### src/rtl/alu_op_issuer.sv
// alu_op_issuer: drives operand/select requests onto a combinational ALU, waits
// a fixed settle time, then queues {sel, result} in a show-ahead FIFO.
//   clk, rst_n            : clock, asynchronous active-low reset
//   req_valid/ready/a/b/sel : request handshake and operands
//   alu_a/alu_b/alu_sel   : registered operands held on the ALU
//   alu_out               : combinational ALU result, sampled after settling
//   res_valid/ready/data  : result FIFO head, {sel, result}
//   op_count              : completed captures, modulo 256
module alu_op_issuer #(
  parameter int WIDTH      = 5,
  parameter int SETTLE_CYC = 2,
  parameter int DEPTH      = 4
) (
  input  logic               clk,
  input  logic               rst_n,
  input  logic               req_valid,
  output logic               req_ready,
  input  logic [WIDTH-1:0]   req_a,
  input  logic [WIDTH-1:0]   req_b,
  input  logic [1:0]         req_sel,
  output logic [WIDTH-1:0]   alu_a,
  output logic [WIDTH-1:0]   alu_b,
  output logic [1:0]         alu_sel,
  input  logic [WIDTH-1:0]   alu_out,
  output logic               res_valid,
  input  logic               res_ready,
  output logic [WIDTH+1:0]   res_data,
  output logic [7:0]         op_count
);
  localparam int AW = $clog2(DEPTH);
  typedef enum logic {IDLE, SETTLE} state_t;
  state_t           r_state;
  logic [3:0]       r_cnt;
  logic [WIDTH-1:0] r_a, r_b;
  logic [1:0]       r_sel;
  logic [7:0]       r_ops;
  logic [WIDTH+1:0] r_mem [DEPTH];
  logic [AW-1:0]    r_wp, r_rp;
  logic [AW:0]      r_occ;
  logic             w_acc, w_push, w_pop;
  assign req_ready = (r_state == IDLE) && (r_occ != (AW+1)'(DEPTH));
  assign w_acc     = req_valid && req_ready;
  // capture on the last settle edge; counter still holds 1 here
  assign w_push    = (r_state == SETTLE) && (r_cnt == 4'd1);
  assign w_pop     = res_valid && res_ready;
  assign res_valid = r_occ != '0;
  // empty FIFO reads as zero so reset shows a clean head
  assign res_data  = res_valid ? r_mem[r_rp] : '0;
  assign alu_a     = r_a;
  assign alu_b     = r_b;
  assign alu_sel   = r_sel;
  assign op_count  = r_ops;
  always_ff @(posedge clk or negedge rst_n)
    if (!rst_n) begin
      r_state <= IDLE;
      r_cnt   <= '0;
      r_a     <= '0;
      r_b     <= '0;
      r_sel   <= '0;
      r_ops   <= '0;
      r_wp    <= '0;
      r_rp    <= '0;
      r_occ   <= '0;
    end else begin
      if (w_acc) begin
        r_a     <= req_a;
        r_b     <= req_b;
        r_sel   <= req_sel;
        r_cnt   <= 4'(SETTLE_CYC);
        r_state <= SETTLE;
      end else if (r_state == SETTLE) begin
        r_cnt <= r_cnt - 4'd1;
        if (w_push) begin
          r_state <= IDLE;
          r_ops   <= r_ops + 8'd1;
        end
      end
      if (w_push) r_wp <= r_wp + AW'(1);
      if (w_pop) r_rp <= r_rp + AW'(1);
      r_occ <= r_occ + {{AW{1'b0}}, w_push} - {{AW{1'b0}}, w_pop};
    end
  always_ff @(posedge clk)
    if (w_push) r_mem[r_wp] <= {r_sel, alu_out};
endmodule

### config.mk
export PLATFORM = sky130hd
export DESIGN_NAME = alu_op_issuer
export DESIGN_NICKNAME = d
export VERILOG_FILES = /design/src/rtl/alu_op_issuer.sv
export SDC_FILE = /design/constraint.sdc
export NUM_CORES = 1
export LEC_CHECK = 0
export ABC_AREA = 1
export CORE_ASPECT_RATIO = 1.4
export CORE_MARGIN = 3
export CORE_UTILIZATION = 47
export CTS_CLUSTER_SIZE = 30
export DETAILED_ROUTE_END_ITERATION = 10
export GPL_ROUTABILITY_DRIVEN = 0
export PLACE_DENSITY = 0.75
export SYNTH_ARGS = -nofsm -noshare
export SYNTH_HDL_FRONTEND = slang
export SYNTH_SLANG_ARGS = --single-unit
### constraint.sdc
create_clock -name clk -period 2.7 [get_ports clk]
set_clock_uncertainty 0.2 [all_clocks]
set_input_delay 0.675 -clock clk [delete_from_list [all_inputs] [get_ports clk]]
set_output_delay 0.675 -clock clk [all_outputs]
set_load 0.02 [all_outputs]
==> qor.txt, run 1 <==
outcome - completed
worst path bufs/invs - 3
Power Dens Cells - 1100 nW/um^2
Reg2Reg Depth - 10
CP endpoint kind - primary output
largest family of logic cells by synthesized area - simple AND/OR/NAND/NOR gates
synth unique cells - 26
Pre-antenna DRT Iters - 4
sequential fraction of the synthesis area - 61.5%
max incr delay on CP - 600 ps
simple-gate area share of the yosys netlist - 18.4%
Switching Power - 1.47 mW
VDD IR-drop max - 0.000638 V
XOR/XNOR share of the synthesized area - 4.50%
adder-cell share of the synthesized area - 4.50%
Final setup violation count - 0
gr usage total - 16.4%
HPWL Detailed - 3.44 mm
worst path cell trace - inv_1 -> nand3_1 -> nand2_1 -> inv_1 -> clkdlybuf4s50_1
min cycle time layout - 2560 ps
Internal Pwr Total - 2.31 mW
cell mode on critical path - inv_1
max frequency - 0.391 GHz
Clock power frac - 20.2%
TNS Setup - 0 ps
detail-routed via count per cell - 4.84
critical path's top delay family - buffers and inverters
Hold Fails Final Rpt - 0
routed wire length - 5.02 mm
slew at the pin closest to its max-slew limit - 400 ps
post-route ant nets - 0
number of cells on the critical path - 5
first-pass GRT wire length - 8.22 mm
Post-route DRC - 0
Final #Nets - 351
root buffer cell - clkbuf_8
Mapped Cells - 259
crit path DAT - 1680 ps
Die ar. - 6630 um^2
worst hold path class - flip-flop to flip-flop
clk sinks - 60
Req. time, crit path - 1820 ps
n_diodes - 0
max_cap viols - 0
num ports - 50
max-slew violations - 0
CTS tree - yes
placed instance count - 376
hold depth - 2
Initial DRC Count - 133
Syn Std Cell Area - 2670 um^2
Non-Filler Instances - 392
share of cells above drive strength 1 - 11.3%
Flop pwr share - 37.0%
Synth Area in Compound Gates - 4.97%
worst relative slew slack - 73.3%
cts bufs inserted - 9
initial core utilization - 50.2%
clock slew at the register clock pins of the worst setup and hold paths - 60 ps
Area growth, synth to finish - 28.8%
mux contribution to synthesized area - 0%
core footprint - 5310 um^2
slowest CP cell - clkdlybuf4s50_1
Sw Ratio - 38.9%
synthesized area per cell - 10.3 um^2
critical path type - flip-flop to primary output
FP Rows - 31
Die Span X - 69.7 um
Die H - 95.1 um
vias post-DR - 1898
vias in the first global route - 1822
largest net degree at the start of global routing - 33
H-tree level count - 3
unrepaired setup endpoints after global routing - false
Startpoint Class - flip-flop
Syn Nets - 289
Skew-Pair Late Insertion Delay - 330 ps
Setup Fix Bufs, Post-CTS - 0
initial antenna violation count - 0
worst-path fanout max - 3
gr ovfl total - 0
period utilization - 94.6%
#FFs+latches synth - 60
clk buf depth - 2
yosys warns - 0
LEAKAGE - 1.49 nW
WL/cell - 12.8 um
Combinational Power Share - 42.8%
PortBufs - 49
power groups by stage:
stage | Clock, mW | Sequential, mW | Combinational [mW]
after floorplan | 0 | 1.51 | 0.943
after global placement | 0 | 1.40 | 1.65
after detailed placement | 0 | 1.41 | 1.70
after CTS | 0.785 | 1.40 | 1.65
after global routing | 0.828 | 1.43 | 1.82
final | 0.766 | 1.40 | 1.62
logic make-up (layout without fill, tap and decap cells):
group           after synthesis  in the layout
buf+inv                      34            101
xor+xnor                     12             12
simple gates                118            118
fa+ha+maj                     9              9
flops                        60             60
compound gates               26             26
path summary, 6_finish.rpt:
path	from	to	slack, ps
setup / recovery	r_occ[1]	req_ready	140
hold / removal	alu_b[1]	alu_b[1]	280
setup reg to reg	r_cnt[1]	r_occ[2]	500
hold reg to reg	alu_b[1]	alu_b[1]	280
max in group asynchronous	rst_n	r_wp[0]	1470
min in group asynchronous	rst_n	alu_b[1]	540
tightest hold or removal path, delay by kind of cell (launching register included):
kind	cells	cell delay (ps)
flip-flops	1	340
AND/OR/NAND/NOR	2	100
per-stage QoR:
step	area (um^2)	worst slack, ps	power [mW]	hold slack [ps]	utilization, %
floorplan	2670	486	2.45	179	-
global placement	3250	124	3.05	263	61.1
detailed placement	3250	20.6	3.10	265	61.1
CTS	3430	20.2	3.83	283	64.6
global route	3430	1.65	4.07	311	64.6
finish	3430	145	3.79	277	64.6
cells in the final DEF (no fill, tap or decap), drive strengths merged, types with 4 or more instances in the layout:
master | synthesis | layout
edfxtp | 28 | 28
dlygate4sd2 | 0 | 6
buf | 6 | 9
xor2 | 7 | 7
ha | 8 | 8
clkbuf | 1 | 10
inv | 26 | 25
xnor2 | 5 | 5
clkinvlp | 0 | 4
a21oi | 7 | 7
nand3 | 8 | 8
nor2 | 40 | 40
dfrtp | 32 | 32
o21ai | 18 | 18
clkinv | 1 | 4
clkdlybuf4s50 | 0 | 42
nand2 | 68 | 68
layout make-up:
class	instances	area [um^2]
fillers	421	1880
flip-flops and latches	60	1640
multi-input cells	165	863
repair buffers	58	549
clock buffers	9	124
inverters	27	106
well taps	66	82.6
clock inverters	7	67.6
registers in the layout, summed over array words and instances, names as in the netlist:
register,cells
r_cnt,4
alu_b,5
alu_a,5
r_mem,28
r_occ,3
op_count,8
r_state,1
r_wp,2
r_rp,2
alu_sel,2
synthesized netlist by cell type, drive strengths merged:
| cell | n | area [um^2] |
|---|---|---|
| nand2 | 68 | 260 |
| nor2 | 40 | 158 |
| dfrtp | 32 | 801 |
| edfxtp | 28 | 841 |
| inv | 26 | 97.6 |
| o21ai | 18 | 90.1 |
| ha | 8 | 100 |
| nand3 | 8 | 52.6 |
| a21oi | 7 | 35.0 |
| xor2 | 7 | 76.3 |
| buf | 6 | 56.3 |
| xnor2 | 5 | 43.8 |
| clkbuf | 1 | 5.00 |
| clkinv | 1 | 3.75 |
| fa | 1 | 20.0 |
| nand3b | 1 | 7.51 |
| nand4 | 1 | 12.5 |
| o211ai | 1 | 7.51 |
routing by layer:
layer	global-route usage, %	vias up	routed length (um)
li1	-	941	-
met1	18.4	903	2070
met2	28.8	46	2650
met3	4.43	8	241
met4	8.15	0	66
met5	0	-	0
repair_timing:
item,CTS,global route
resized for setup,9,3
hold buffers,0,0
setup endpoints to repair,7,5
Power figures use the tool's default switching activity.
==> inputs of run 2 (changes only) <==
Settings changed: CORE_UTILIZATION 47 to 52, PLACE_DENSITY 0.75 to 0.82.
==> qor.txt, run 2 (synthesized netlist as in run 1, its figures left out) <==
outcome - completed
detail-routed via count per cell - 4.78
Pre-antenna DRT Iters - 4
gr ovfl total - 0
Final setup violation count - 0
post-route ant nets - 0
share of cells above drive strength 1 - 10.1%
Die H - 90.7 um
vias post-DR - 1865
cts bufs inserted - 9
Non-Filler Instances - 390
worst hold path class - flip-flop to flip-flop
max-slew violations - 0
Die ar. - 6040 um^2
placed instance count - 374
root buffer cell - clkbuf_8
Power Dens Cells - 1120 nW/um^2
routed wire length - 5.12 mm
largest net degree at the start of global routing - 33
most common cell after layout, fill and taps aside - nand2_1
first-pass GRT wire length - 8.46 mm
Die Span X - 66.5 um
Setup Fix Bufs, Post-CTS - 0
Post-route DRC - 0
Req. time, crit path - 1820 ps
critical path type - flip-flop to primary output
Startpoint Class - flip-flop
VDD IR-drop max - 0.000571 V
HPWL Detailed - 3.54 mm
Initial DRC Count - 62
most frequent cells in the layout - 66 x nand2_1, 42 x clkdlybuf4s50_1, 39 x nor2_1, 32 x dfrtp_1, 28 x edfxtp_1
CP endpoint kind - primary output
cts-stage hold buffer count - 0
core footprint - 4920 um^2
FP Rows - 30
TNS Setup - 0 ps
vias in the first global route - 1864
WL/cell - 13.1 um
LEAKAGE - 1.50 nW
largest register by flop count - r_mem
worst relative slew slack - 71.8%
# fillers - 378
max reg flops - 28
max frequency - 0.387 GHz
worst-path fanout max - 3
worst path cell trace - inv_1 -> nand3_1 -> nand2_1 -> inv_1 -> clkdlybuf4s50_1
cell mode on critical path - inv_1
initial antenna violation count - 0
CTS tree - yes
Area growth, synth to finish - 29.4%
clock slew at the register clock pins of the worst setup and hold paths - 60 ps
Hold Slack - 280 ps
unrepaired setup endpoints after global routing - false
initial core utilization - 54.2%
crit path DAT - 1710 ps
clk sinks - 60
H-tree level count - 3
num ports - 50
clk buf depth - 2
Hold Fails Final Rpt - 0
min cycle time layout - 2590 ps
gr usage total - 18.6%
max incr delay on CP - 590 ps
PortBufs - 49
period utilization - 95.8%
max_cap viols - 0
n_diodes - 0
Final #Nets - 351
cts repair resizes - 9
slew at the pin closest to its max-slew limit - 423 ps
Skew-Pair Late Insertion Delay - 320 ps
slowest CP cell - clkdlybuf4s50_1
==> run 2: path summary, 6_finish.rpt <==
kind / start / endpoint / slack [ps] / depth (start not counted)
setup reg to reg: r_cnt[1] / r_occ[2] / 450 / 9
max in group asynchronous: rst_n / r_cnt[2] / 1440 / 2
hold reg to reg: alu_b[1] / alu_b[1] / 280 / 2
setup / recovery: r_occ[1] / req_ready / 110 / 5
min in group asynchronous: rst_n / op_count[4] / 550 / 2
hold / removal: alu_b[1] / alu_b[1] / 280 / 2
==> run 2: final cells by class <==
| class | count | area, um^2 | area share (%) |
|---|---|---|---|
| inverters | 27 | 106 | 3.08 |
| clock inverters | 5 | 76.3 | 2.21 |
| well taps | 64 | 80.1 | 2.32 |
| clock buffers | 11 | 131 | 3.81 |
| flip-flops and latches | 60 | 1640 | 47.6 |
| multi-input cells | 165 | 863 | 25.0 |
| repair buffers | 58 | 552 | 16.0 |
==> run 2: critical path, delay by kind of cell (launching register included) <==
kind,cells,cell delay (ps)
flops,1,400
buf+inv,3,740
simple gates,2,250
==> run 2: power breakdown <==
| part | leakage [nW] | internal (mW) | switching (mW) | total [mW] |
|---|---|---|---|---|
| Sequential | 0.651 | 1.22 | 0.185 | 1.40 |
| Clock | 0.101 | 0.516 | 0.328 | 0.843 |
| Combinational | 0.747 | 0.681 | 0.946 | 1.63 |
| Total | 1.50 | 2.41 | 1.46 | 3.87 |
==> run 2: layer usage <==
layer,vias to the layer above,wire length (um),track usage [%]
li1,942,-,-
met1,885,2090,21.1
met2,34,2790,32.3
met3,4,185,4.36
met4,0,51,8.31
met5,-,0,0
==> run 2: metrics by stage <==
stage / power (mW) / cell area, um^2 / util (%) / setup slack, ps
after floorplan: 2.45 / 2670 / - / 486
after global placement: 3.04 / 3240 / 66.0 / 129
after detailed placement: 3.11 / 3240 / 66.0 / 71.8
after CTS: 3.93 / 3450 / 70.1 / 84.3
after global routing: 4.15 / 3450 / 70.2 / 4.21
final: 3.87 / 3450 / 70.2 / 113
==> inputs of run 3 (changes only) <==
Settings changed: ABC_AREA 1 to unset, CORE_ASPECT_RATIO 1.4 to 0.7, CORE_UTILIZATION 52 to 51, PLACE_DENSITY 0.82 to 0.81.
==> qor.txt, run 3 <==
Sequential Area - 1640 um^2
CP endpoint kind - primary output
number of cells on the critical path - 2
core footprint - 4580 um^2
synth unique cells - 30
Startpoint Class - flip-flop
num ports - 50
period utilization - 98.1%
slowest CP cell - clkdlybuf4s50_1
dpl cell area - 3130 um^2
outcome - completed
largest net degree at the start of global routing - 33
Reg2Reg Depth - 8
worst relative slew slack - 65.7%
post-route cell area - 3290 um^2
first-pass GRT wire length - 8.19 mm
routed wire length - 4.82 mm
post-route ant nets - 0
clk sinks - 60
PortBufs - 49
share of cells above drive strength 1 - 24.8%
sequential fraction of the synthesis area - 64.3%
most frequent cells in the layout - 41 x clkdlybuf4s50_1, 32 x dfrtp_1, 28 x edfxtp_1, 14 x xnor2_1, 11 x and2_1
Power Dens Cells - 1120 nW/um^2
Die H - 65.2 um
crit path DAT - 1770 ps
TNS Setup - 0 ps
Hold EP - op_count[7]
max frequency - 0.378 GHz
most common cell in the netlist - dfrtp_1
max-slew violations - 0
clock slew at the register clock pins of the worst setup and hold paths - 70 ps
cell taking the most area after synthesis - edfxtp_1
Hold Startpoint - op_count[7]
worst hold path class - flip-flop to flip-flop
WL/cell - 16.5 um
critical path's top delay family - buffers and inverters
Die ar. - 5910 um^2
flop2flop setup slack - 430 ps
vias in the first global route - 1629
FP Rows - 20
Post-route DRC - 0
post-synth top area share - 32.9%
Mapped Cells - 159
LEAKAGE - 1.32 nW
n_diodes - 0
critical path type - flip-flop to primary output
worst path cell trace - or3_4 -> clkdlybuf4s50_1
RR Startpoint - r_occ[0]
initial antenna violation count - 0
Pre-antenna DRT Iters - 4
Skew-Pair Late Insertion Delay - 340 ps
Area growth, synth to finish - 28.9%
Req. time, crit path - 1820 ps
initial core utilization - 55.8%
Hold Fails Final Rpt - 0
HPWL Detailed - 3.44 mm
largest register by flop count - r_mem
Post-synth top cells - 32 x dfrtp_1, 28 x edfxtp_1, 14 x xnor2_1
min cycle time layout - 2650 ps
most common cell after layout, fill and taps aside - clkdlybuf4s50_1
cts bufs inserted - 9
Syn Nets - 189
CTS tree - yes
Initial DRC Count - 44
R2R Path End - r_occ[2]
gr ovfl total - 0
slew at the pin closest to its max-slew limit - 513 ps
detail-routed via count per cell - 5.04
Main synth FF type - dfrtp_1
# fillers - 297
yosys warns - 0
multi-input combinational cell area - 835 um^2
max incr delay on CP - 570 ps
unrepaired setup endpoints after global routing - false
number of flops mapped to enable cells by yosys - 28
cts-stage hold buffer count - 0
vias post-DR - 1472
clk buf depth - 2
H-tree level count - 3
synthesized area per cell - 16.1 um^2
Syn Std Cell Area - 2550 um^2
worst-path fanout max - 10
Hold Slack - 276 ps
hold depth - 1
ranking of synthesized cells by area - edfxtp_1 33%, dfrtp_1 31%, mux4_2 6.2%, xnor2_1 4.8%, ha_1 3.9%
VDD IR-drop max - 0.000536 V
root buffer cell - clkbuf_8
gr usage total - 18.7%
#FFs+latches synth - 60
max_cap viols - 0
max reg flops - 28
worst path bufs/invs - 1
Final setup violation count - 0
FFs w/ async S/R, synth - 53.3%
Die Span X - 90.6 um
Final #Nets - 251
[run 3: logic make-up (layout without fill, tap and decap cells)]
| family | count (synthesis) | count (layout) | share of synthesized area, % |
|---|---|---|---|
| muxes | 20 | 20 | 12.6 |
| buffers and inverters | 13 | 80 | 3.23 |
| xor gates and xnor gates | 16 | 16 | 5.49 |
| adders and majority gates | 9 | 9 | 4.70 |
| and+or+nand+nor | 36 | 36 | 8.13 |
| DFF | 60 | 60 | 64.3 |
| AOI/OAI and AO/OA | 5 | 5 | 1.52 |
[run 3: power by group]
group          internal [mW]  leakage (nW)  total [mW]  switching (mW)
logic                  0.811         0.598        1.55           0.734
registers               1.22         0.643        1.44           0.219
clock network          0.334        0.0779       0.699           0.365
[run 3: worst max-delay path by stage]
stage	from	end	slack, ps
after floorplan	r_cnt[0]	r_occ[2]	300
after detailed placement	res_ready	r_occ[2]	100
after CTS	r_rp[0]	res_data[6]	1
after global placement	r_rp[0]	res_data[5]	150
final	r_occ[0]	res_valid	50
after global routing	r_occ[0]	res_valid	1
[run 3: stage by stage]
step	util [%]	setup WS (ps)	power, mW	instances
floorplan	-	300	2.40	159
global placement	68.4	150	2.97	276
detailed placement	68.4	103	3.07	276
CTS	72.5	0.964	3.77	292
global route	71.9	1.18	3.93	292
finish	71.9	51.4	3.68	292
[run 3: repair_timing]
action                                  CTS  global route
resized for setup                        18             9
buffers inserted                          0             0
endpoints found under the hold margin     0             0
endpoints found under the setup margin    8             8
[run 3: worst reg2reg max path, delay by kind of cell (launching register included)]
kind / cells / cell delay, ps
flops: 1 / 400
fa+ha+maj: 2 / 540
xor+xnor: 3 / 430
simple gates: 2 / 590
buf+inv: 1 / 50
[run 3: area by class of cell]
class | instances | share of cell area, %
sequential | 60 | 49.9
multi-input combinational | 86 | 25.4
timing repair buffer | 58 | 16.2
clock buffer | 9 | 3.76
tap | 66 | 2.51
clock inverter | 7 | 1.60
inverter | 6 | 0.684
[run 3: per-layer routing]
metal	global-route usage (%)	wire length [um]	up-vias
li1	-	-	691
met1	21.9	2100	734
met2	30.7	2390	37
met3	8.35	277	10
met4	7.25	63	0
met5	0	0	-
